**src/rtl/sync_fifo_thresh.sv**
```systemverilog
// sync_fifo_thresh
// Single-clock parametrised FIFO with occupancy count, almost-full/almost-empty
// thresholds, one-cycle overflow/underflow error pulses and a synchronous flush.
//
// Optional feature macro: FIFO_FWFT_EN
//    defined     -> first-word-fall-through: RD_DATA shows the head word while
//                   the FIFO is not empty and holds its last value while empty.
//    not defined -> standard mode: RD_DATA is registered and updated on the
//                   edge that accepts a read.
//
// Parameters:
//    width     data word width
//    p_width   pointer width including wrap bit, DEPTH = 2**(p_width-1)
//    AF_LEVEL  ALMOST_FULL when COUNT >= AF_LEVEL
//    AE_LEVEL  ALMOST_EMPTY when COUNT <= AE_LEVEL
//
// Ports:
//    CLK           clock, rising edge
//    RST           asynchronous active-low reset
//    CLR           synchronous flush (priority over W_INC / R_INC)
//    W_INC         write request
//    R_INC         read request
//    WR_DATA       write data
//    RD_DATA       read data
//    FULL, EMPTY, ALMOST_FULL, ALMOST_EMPTY   flags decoded from COUNT
//    COUNT         occupancy 0..DEPTH
//    OVERFLOW      one-cycle pulse after a rejected write
//    UNDERFLOW     one-cycle pulse after a rejected read

module sync_fifo_thresh #(
   parameter int width    = 8,
   parameter int p_width  = 4,
   parameter int AF_LEVEL = 6,
   parameter int AE_LEVEL = 2
) (
   input  logic               CLK,
   input  logic               RST,
   input  logic               CLR,
   input  logic               W_INC,
   input  logic               R_INC,
   input  logic [width-1:0]   WR_DATA,
   output logic [width-1:0]   RD_DATA,
   output logic               FULL,
   output logic               EMPTY,
   output logic               ALMOST_FULL,
   output logic               ALMOST_EMPTY,
   output logic [p_width-1:0] COUNT,
   output logic               OVERFLOW,
   output logic               UNDERFLOW
);

   localparam int DEPTH = 2 ** (p_width - 1);
   localparam int AW    = p_width - 1;

   localparam logic [p_width-1:0] DEPTH_C = p_width'(DEPTH);
   localparam logic [p_width-1:0] AF_C    = p_width'(AF_LEVEL);
   localparam logic [p_width-1:0] AE_C    = p_width'(AE_LEVEL);
   localparam logic [p_width-1:0] ONE_C   = p_width'(1);

   logic [width-1:0]   mem [DEPTH];
   logic [p_width-1:0] wptr;
   logic [p_width-1:0] rptr;
   logic               wr_ok;
   logic               rd_ok;

   // Flags come straight from the registered occupancy so they never glitch
   // relative to COUNT.
   assign FULL         = (COUNT == DEPTH_C);
   assign EMPTY        = (COUNT == '0);
   assign ALMOST_FULL  = (COUNT >= AF_C);
   assign ALMOST_EMPTY = (COUNT <= AE_C);

   // Flush blocks both sides so a flush cycle never moves data or raises errors.
   assign wr_ok = W_INC & ~FULL & ~CLR;
   assign rd_ok = R_INC & ~EMPTY & ~CLR;

   // Storage array; left unreset since pointers and COUNT define what is valid.
   always_ff @(posedge CLK) begin
      if (wr_ok) begin
         mem[wptr[AW-1:0]] <= WR_DATA;
      end
   end

   // Pointers carry an extra wrap bit and simply roll over at 2*DEPTH.
   // COUNT tracks occupancy directly rather than being derived from pointers.
   always_ff @(posedge CLK or negedge RST) begin
      if (!RST) begin
         wptr  <= '0;
         rptr  <= '0;
         COUNT <= '0;
      end else if (CLR) begin
         wptr  <= '0;
         rptr  <= '0;
         COUNT <= '0;
      end else begin
         if (wr_ok) begin
            wptr <= wptr + ONE_C;
         end
         if (rd_ok) begin
            rptr <= rptr + ONE_C;
         end
         unique case ({wr_ok, rd_ok})
            2'b10:   COUNT <= COUNT + ONE_C;
            2'b01:   COUNT <= COUNT - ONE_C;
            default: COUNT <= COUNT;
         endcase
      end
   end

   // Error pulses reflect rejected requests on the previous edge; a flush
   // cycle suppresses them.
   always_ff @(posedge CLK or negedge RST) begin
      if (!RST) begin
         OVERFLOW  <= 1'b0;
         UNDERFLOW <= 1'b0;
      end else begin
         OVERFLOW  <= W_INC & FULL & ~CLR;
         UNDERFLOW <= R_INC & EMPTY & ~CLR;
      end
   end

`ifdef FIFO_FWFT_EN
   logic [width-1:0] hold_data;

   // hold_data tracks whatever was last on the output while non-empty, so the
   // output keeps its last value once the FIFO drains or is flushed.
   always_ff @(posedge CLK or negedge RST) begin
      if (!RST) begin
         hold_data <= '0;
      end else if (!EMPTY) begin
         hold_data <= mem[rptr[AW-1:0]];
      end
   end

   assign RD_DATA = EMPTY ? hold_data : mem[rptr[AW-1:0]];
`else
   // Registered read port: the popped word appears after the accepting edge
   // and holds until the next accepted read.
   always_ff @(posedge CLK or negedge RST) begin
      if (!RST) begin
         RD_DATA <= '0;
      end else if (rd_ok) begin
         RD_DATA <= mem[rptr[AW-1:0]];
      end
   end
`endif

endmodule

```
**config.mk**
```make
export PLATFORM = sky130hd
export DESIGN_NAME = sync_fifo_thresh
export DESIGN_NICKNAME = d
export VERILOG_FILES = /design/src/rtl/sync_fifo_thresh.sv
export SDC_FILE = /design/constraint.sdc
export NUM_CORES = 1
export LEC_CHECK = 0
export ABC_AREA = 1
export ABC_CLOCK_PERIOD_IN_PS = 1800
export CELL_PAD_IN_SITES_DETAIL_PLACEMENT = 1
export CELL_PAD_IN_SITES_GLOBAL_PLACEMENT = 1
export CORE_MARGIN = 2
export CORE_UTILIZATION = 35
export CTS_CLUSTER_DIAMETER = 60
export DETAILED_ROUTE_END_ITERATION = 12
export PLACE_DENSITY = 0.67
export SLEW_MARGIN = 20
export SYNTH_ARGS = -nofsm -noshare
export SYNTH_HDL_FRONTEND = slang
export SYNTH_SLANG_ARGS = --single-unit
```
**constraint.sdc**
```tcl
create_clock -name CLK -period 1.8 [get_ports CLK]
set_clock_uncertainty 0.15 [all_clocks]
set_input_delay 0.27 -clock CLK [delete_from_list [all_inputs] [get_ports CLK]]
set_output_delay 0.27 -clock CLK [all_outputs]
set_load 0.05 [all_outputs]
```
# --- Word-level counts from Yosys, hierarchy flattened ---
# Memory sizes are Yosys's and may differ from the RTL's. A register that Yosys moved wholly into a read port is not among the register bits.
# Cells that the tools add are included.
op_classes:
  div: 0
  order_cmp: 2
  n_mul: 0
  n_eq_ne: 3
  n_reduce_logical: 5
  addsub: 4
  n_bitwise: 11
  shift: 0
  muxes: 8
op_table:
  columns: ["cell", "n"]
  rows:
  - ["2-to-1 mux 4 bit", 5]
  - ["adder 4 x 1 -> 4 bit, second input constant", 3]
  - ["bitwise AND 1 bit", 8]
  - ["case mux 4 bit (2 select lines)", 1]
  - ["== test 4 bit, second input constant", 1]
  - [">= comparator 4 x 3 -> 1 bit, second input constant", 1]
  - ["<= comparator 4 x 2 -> 1 bit, second input constant", 1]
  - ["logical NOT 4 bit", 1]
  - ["nonzero test 2 bit", 2]
  - ["subtractor 4 x 1 -> 4 bit, second input constant", 1]
  - ["NOT 1 bit", 3]
  - ["nonzero test 3 bit", 1]
  - ["== test 2 x 1 -> 1 bit, second input constant", 1]
  - ["== test 2 bit, second input constant", 1]
  - ["2-to-1 mux 1 bit", 2]
  - ["logical NOT 1 bit", 1]
word_totals:
  output_inout_bits: 18
  ram_bits: 64
  in_bits: 13
  regBits: 14
  rom_bits: 0
  wordCells: 39
  latch_bits: 0
  n_memories: 1
mem_list:
  columns: ["name", "depth", "width", "rd", "rd_ports_with_merged_regs", "wr", "line_no", "rtl"]
  rows:
  - ["mem", 8, 8, 1, 1, 1, "60", "logic [width-1:0] mem [DEPTH];"]

# --- Longest topological paths before layout ---
logic_depth:
  ltp_word: 7
  mapped_depth: 14

# --- Worst setup path before layout ---
# Ideal clock, no wire load.
synth_path:
  path_kind: "flip-flop to output port"
  start: "register COUNT[1]"
  end: "output ALMOST_FULL"
  slack_ns: -0.592
  stages_incl_launch_ff: 3
  required_time_ns: 1.380
  arrival_time_ns: 1.972
  n_path_buf: 0
  cell_sequence: "dfrtp_1 -> inv_1 -> o21ai_0"
synth_between:
  elab_chain_cells: 1
synth_lines:
  columns: ["element", "line_no", "rtl"]
  rows:
  - ["start: declaration", "47", "output logic [p_width-1:0] COUNT,"]
  - ["start signal: assignment", "103", "2'b10: COUNT <= COUNT + ONE_C;"]
  - ["start signal: assignment", "104", "2'b01: COUNT <= COUNT - ONE_C;"]
  - [">= comparator 4 x 3 -> 1 bit", "70", "assign ALMOST_FULL = (COUNT >= AF_C);"]
  - ["end: declaration", "45", "output logic ALMOST_FULL,"]
# No other way between the ends.

# --- Worst setup path after layout ---
layout_path:
  start: "register COUNT[2]"
  end: "register COUNT[3]"
layout_between:
  elab_chain_cells: 7
layout_lines:
  columns: ["element", "line_no", "rtl"]
  rows:
  - ["== test 4 bit / logical NOT 4 bit (equally long branches)", "68, 69", null]
  - ["NOT 1 bit, on equally long branches", "74, 75", null]
  - ["bitwise AND 1 bit, on equally long branches (2 in a row)", "74, 75", null]
  - ["== test 2 x 1 -> 1 bit / == test 2 bit (equally long branches)", "102", "unique case ({wr_ok, rd_ok})"]
  - ["case mux 4 bit (2 select lines)", "102", null]
  - ["2-to-1 mux 4 bit", "91", "end else if (CLR) begin"]
# Several ways; a longest one is shown, not always the timed one.
# A chain may end at the register's enable or synchronous reset.

==> impl_metrics.py <==
metrics = {
    "routing": {
        "postRouteAntennaNets": 0,
        "viasPerCell": 4.949,
        "drt_iter0_markers": 174,
        "dr.pass1.iters": 4,
        "wire_per_inst_um": 17.48,
        "routed_wl_um": 8984,
        "via_count": 2544,
        "drc": 0,
        "met1_length_um": 4060,
        "top_layer": "met4",
        "dr_wl_met2_um": 4326,
        "wl_met3_um": 366,
    },
    "yosys": {
        "seq_area_frac_synth_pct": 69.72,
        "yosys_warnings": 0,
        "synth.avg_cell_area_um2": 11.47,
        "synth_cells": 303,
        "ys_ff_latch": 84,
        "synthDistinctLibCells": 25,
        "synth_top_area_share_pct": 55.31,
        "synth_nets": 320,
        "syn_area_um2": 3475,
        "synth_area_leader_cell": "edfxtp_1",
        "synth.area.top_cells": "edfxtp_1 55%, dfrtp_1 14%, o21ai_0 7.1%, nor2_1 5.6%, nand2_1 3.9%",
    },
    "floorplanning": {
        "pin_count": 31,
        "dieArea_um2": 10740,
        "start_util_pct": 35.88,
        "die_y_um": 103.6,
        "rows": 36,
        "core_area_um2": 9684,
        "die_w_um": 103.6,
    },
    "sta": {
        "min_period_over_period_pct": 105.3,
        "hold_viol_final": 0,
        "finalSetupViolCount": 7,
        "period_needed_ns": 1.896,
        "setup_slack_ns": -0.09567,
        "worst_slew_pin_slew_ns": 0.3524,
        "rsz0062_at_grt": "yes",
        "setup_tns_ns": -0.2509,
        "slew_headroom_pct": 76.43,
        "drv_slew": 0,
        "max_freq_mhz": 527.5,
    },
    "global_route": {
        "grt_remaining_overflow": 0,
        "grt_pass1_wl_um": 14310,
        "grt_usage_pct": 17.49,
        "antenna_found_initial": 0,
        "grt_pass1_vias": 2743,
        "grt_max_degree": 35,
    },
    "critical_path": {
        "startpoint": "COUNT[2]",
        "cp_slowest_cell": "dfrtp_4",
        "start_kind": "register",
        "reg2reg_from": "COUNT[2]",
        "regToRegSetupSlack_ns": -0.1,
        "crit_chain": "nor2_4 > buf_6 > a21oi_4 > nand2_4 > inv_2 > ha_4 > inv_2 > nor2_1 > nor2_1 > nand3_1 > nand3_1 > nand2_1",
        "critPathMaxStageDelay_ns": 0.47,
        "crit_type": "register to register",
        "cp_max_fo": 3,
        "crit_arrival_ns": 2.01,
        "path_delay_family": "simple AND/OR/NAND/NOR gates",
        "required_ns": 1.91,
        "end_kind": "register",
        "critPathBufInv": 3,
    },
    "clock_network": {
        "cts_buffers": 9,
        "cts_buffer_depth": 2,
        "cts_tree": "built",
        "cts.sinks": 84,
        "clockRootBuffer": "clkbuf_8",
        "cts.clk_slew.worst_paths_ns": 0.09,
        "h-tree-depth": 3,
        "cts_hold_buf": 0,
        "insertion_delay_ns": 0.37,
    },
    "layout": {
        "fillers": 1050,
        "final_area_um2": 4532,
        "post-route-util_pct": 46.80,
        "layout_common_cells": "64 x edfxtp_1, 49 x nor2_1, 48 x o21ai_0",
        "mostFrequentLayoutCell": "edfxtp_1",
        "drive_gt1_share_pct": 29.13,
        "n_antenna_cell": 0,
        "area_delta_synth_final_pct": 30.43,
        "fin_nets": 394,
    },
    "hold_path": {
        "min_path_type": "input port to asynchronous set/reset pin",
    },
    "run_status": {
        "status": "complete, but fails checks",
        "failed_checks": "setup timing",
    },
    "power_and_ir_drop": {
        "power.leakage_uw": 0.001758,
        "p_per_area_nw_per_um2": 1459,
        "ir_drop_mv": 0.7477,
    },
    "place": {
        "gp_congestion": 0.7657,
        "dp_hpwl_um": 6260,
        "port_buffers": 30,
        "placed_area_um2": 4224,
    },
    "run": {
        "max-cap-violations": 0,
    },
}
## registers in the layout, summed over array words and instances, names as in the netlist
register   cells
COUNT          4
OVERFLOW       1
RD_DATA        8
UNDERFLOW      1
mem           64
rptr           3
wptr           3
## layout make-up
class / instances / area (um^2) / area share, %
Clock inverter: 5 / 37.54 / 0.8283
Inverter: 23 / 88.84 / 1.960
Multi-Input combinational cell: 187 / 1006 / 22.20
Timing Repair Buffer: 72 / 675.6 / 14.91
Clock buffer: 10 / 127.6 / 2.816
Tap cell: 133 / 166.4 / 3.672
Sequential cell: 84 / 2430 / 53.62
## routing by layer
layer / global-route usage (%) / vias up
met5: 0 / -
met4: 9.073 / 0
met3: 4.405 / 19
met2: 27.81 / 59
met1: 22.14 / 1262
li1: - / 1204
## worst paths after layout
check	to	depth (start not counted)
worst max register to register	COUNT[3]	12
worst min register to register	RD_DATA[4]	2
min in group CLK	RD_DATA[4]	2
worst min-delay path	OVERFLOW	2
max in group asynchronous	COUNT[2]	2
worst max-delay path	COUNT[3]	12
## synthesized netlist by cell type (all sizes together)
master	count
nor3	1
dfrtp	20
edfxtp	64
clkbuf	6
o22ai	17
nor2	55
clkinv	1
inv	22
buf	3
o21ai	58
nand2	41
nand3b	1
xor2	1
nand3	6
a21oi	3
ha	4
## power breakdown
group          leakage, uW  internal [uW]  switching [uW]
clock            0.0000808            502             702
sequential        0.000833           2290             130
combinational     0.000844           1130            1860
## kinds of logic after synthesis
family / Yosys count / synth area share (%)
AO/OA/AOI/OAI: 78 / 12.28
adder cells (fa/ha/maj): 4 / 1.440
AND/OR/NAND/NOR: 104 / 12.75
flip-flops: 84 / 69.72
XOR/XNOR: 1 / 0.2521
buffers and inverters: 32 / 3.565
## through the flow
stage	power (uW)	hold WS [ns]	std cells	setup slack, ns
after global routing	6959	0.1156	514	-0.2248
after detailed placement	5227	0.3405	491	-0.3859
after floorplan	4051	-0.1756	303	-0.1283
after global placement	5142	0.3322	491	-0.3332
after CTS	6520	0.1059	509	-0.09185
final	6612	0.09941	514	-0.09567
## timing repair
action / 4_1_cts / 5_1_grt
endpoints found under the setup margin: 6 / 69
endpoints found under the hold margin: 0 / 0
resized for setup: 7 / 20
gates cloned: 0 / 0
pin swaps: 6 / 9
setup buffers: 3 / 6
No activity file was read; power rests on OpenSTA's default activity.
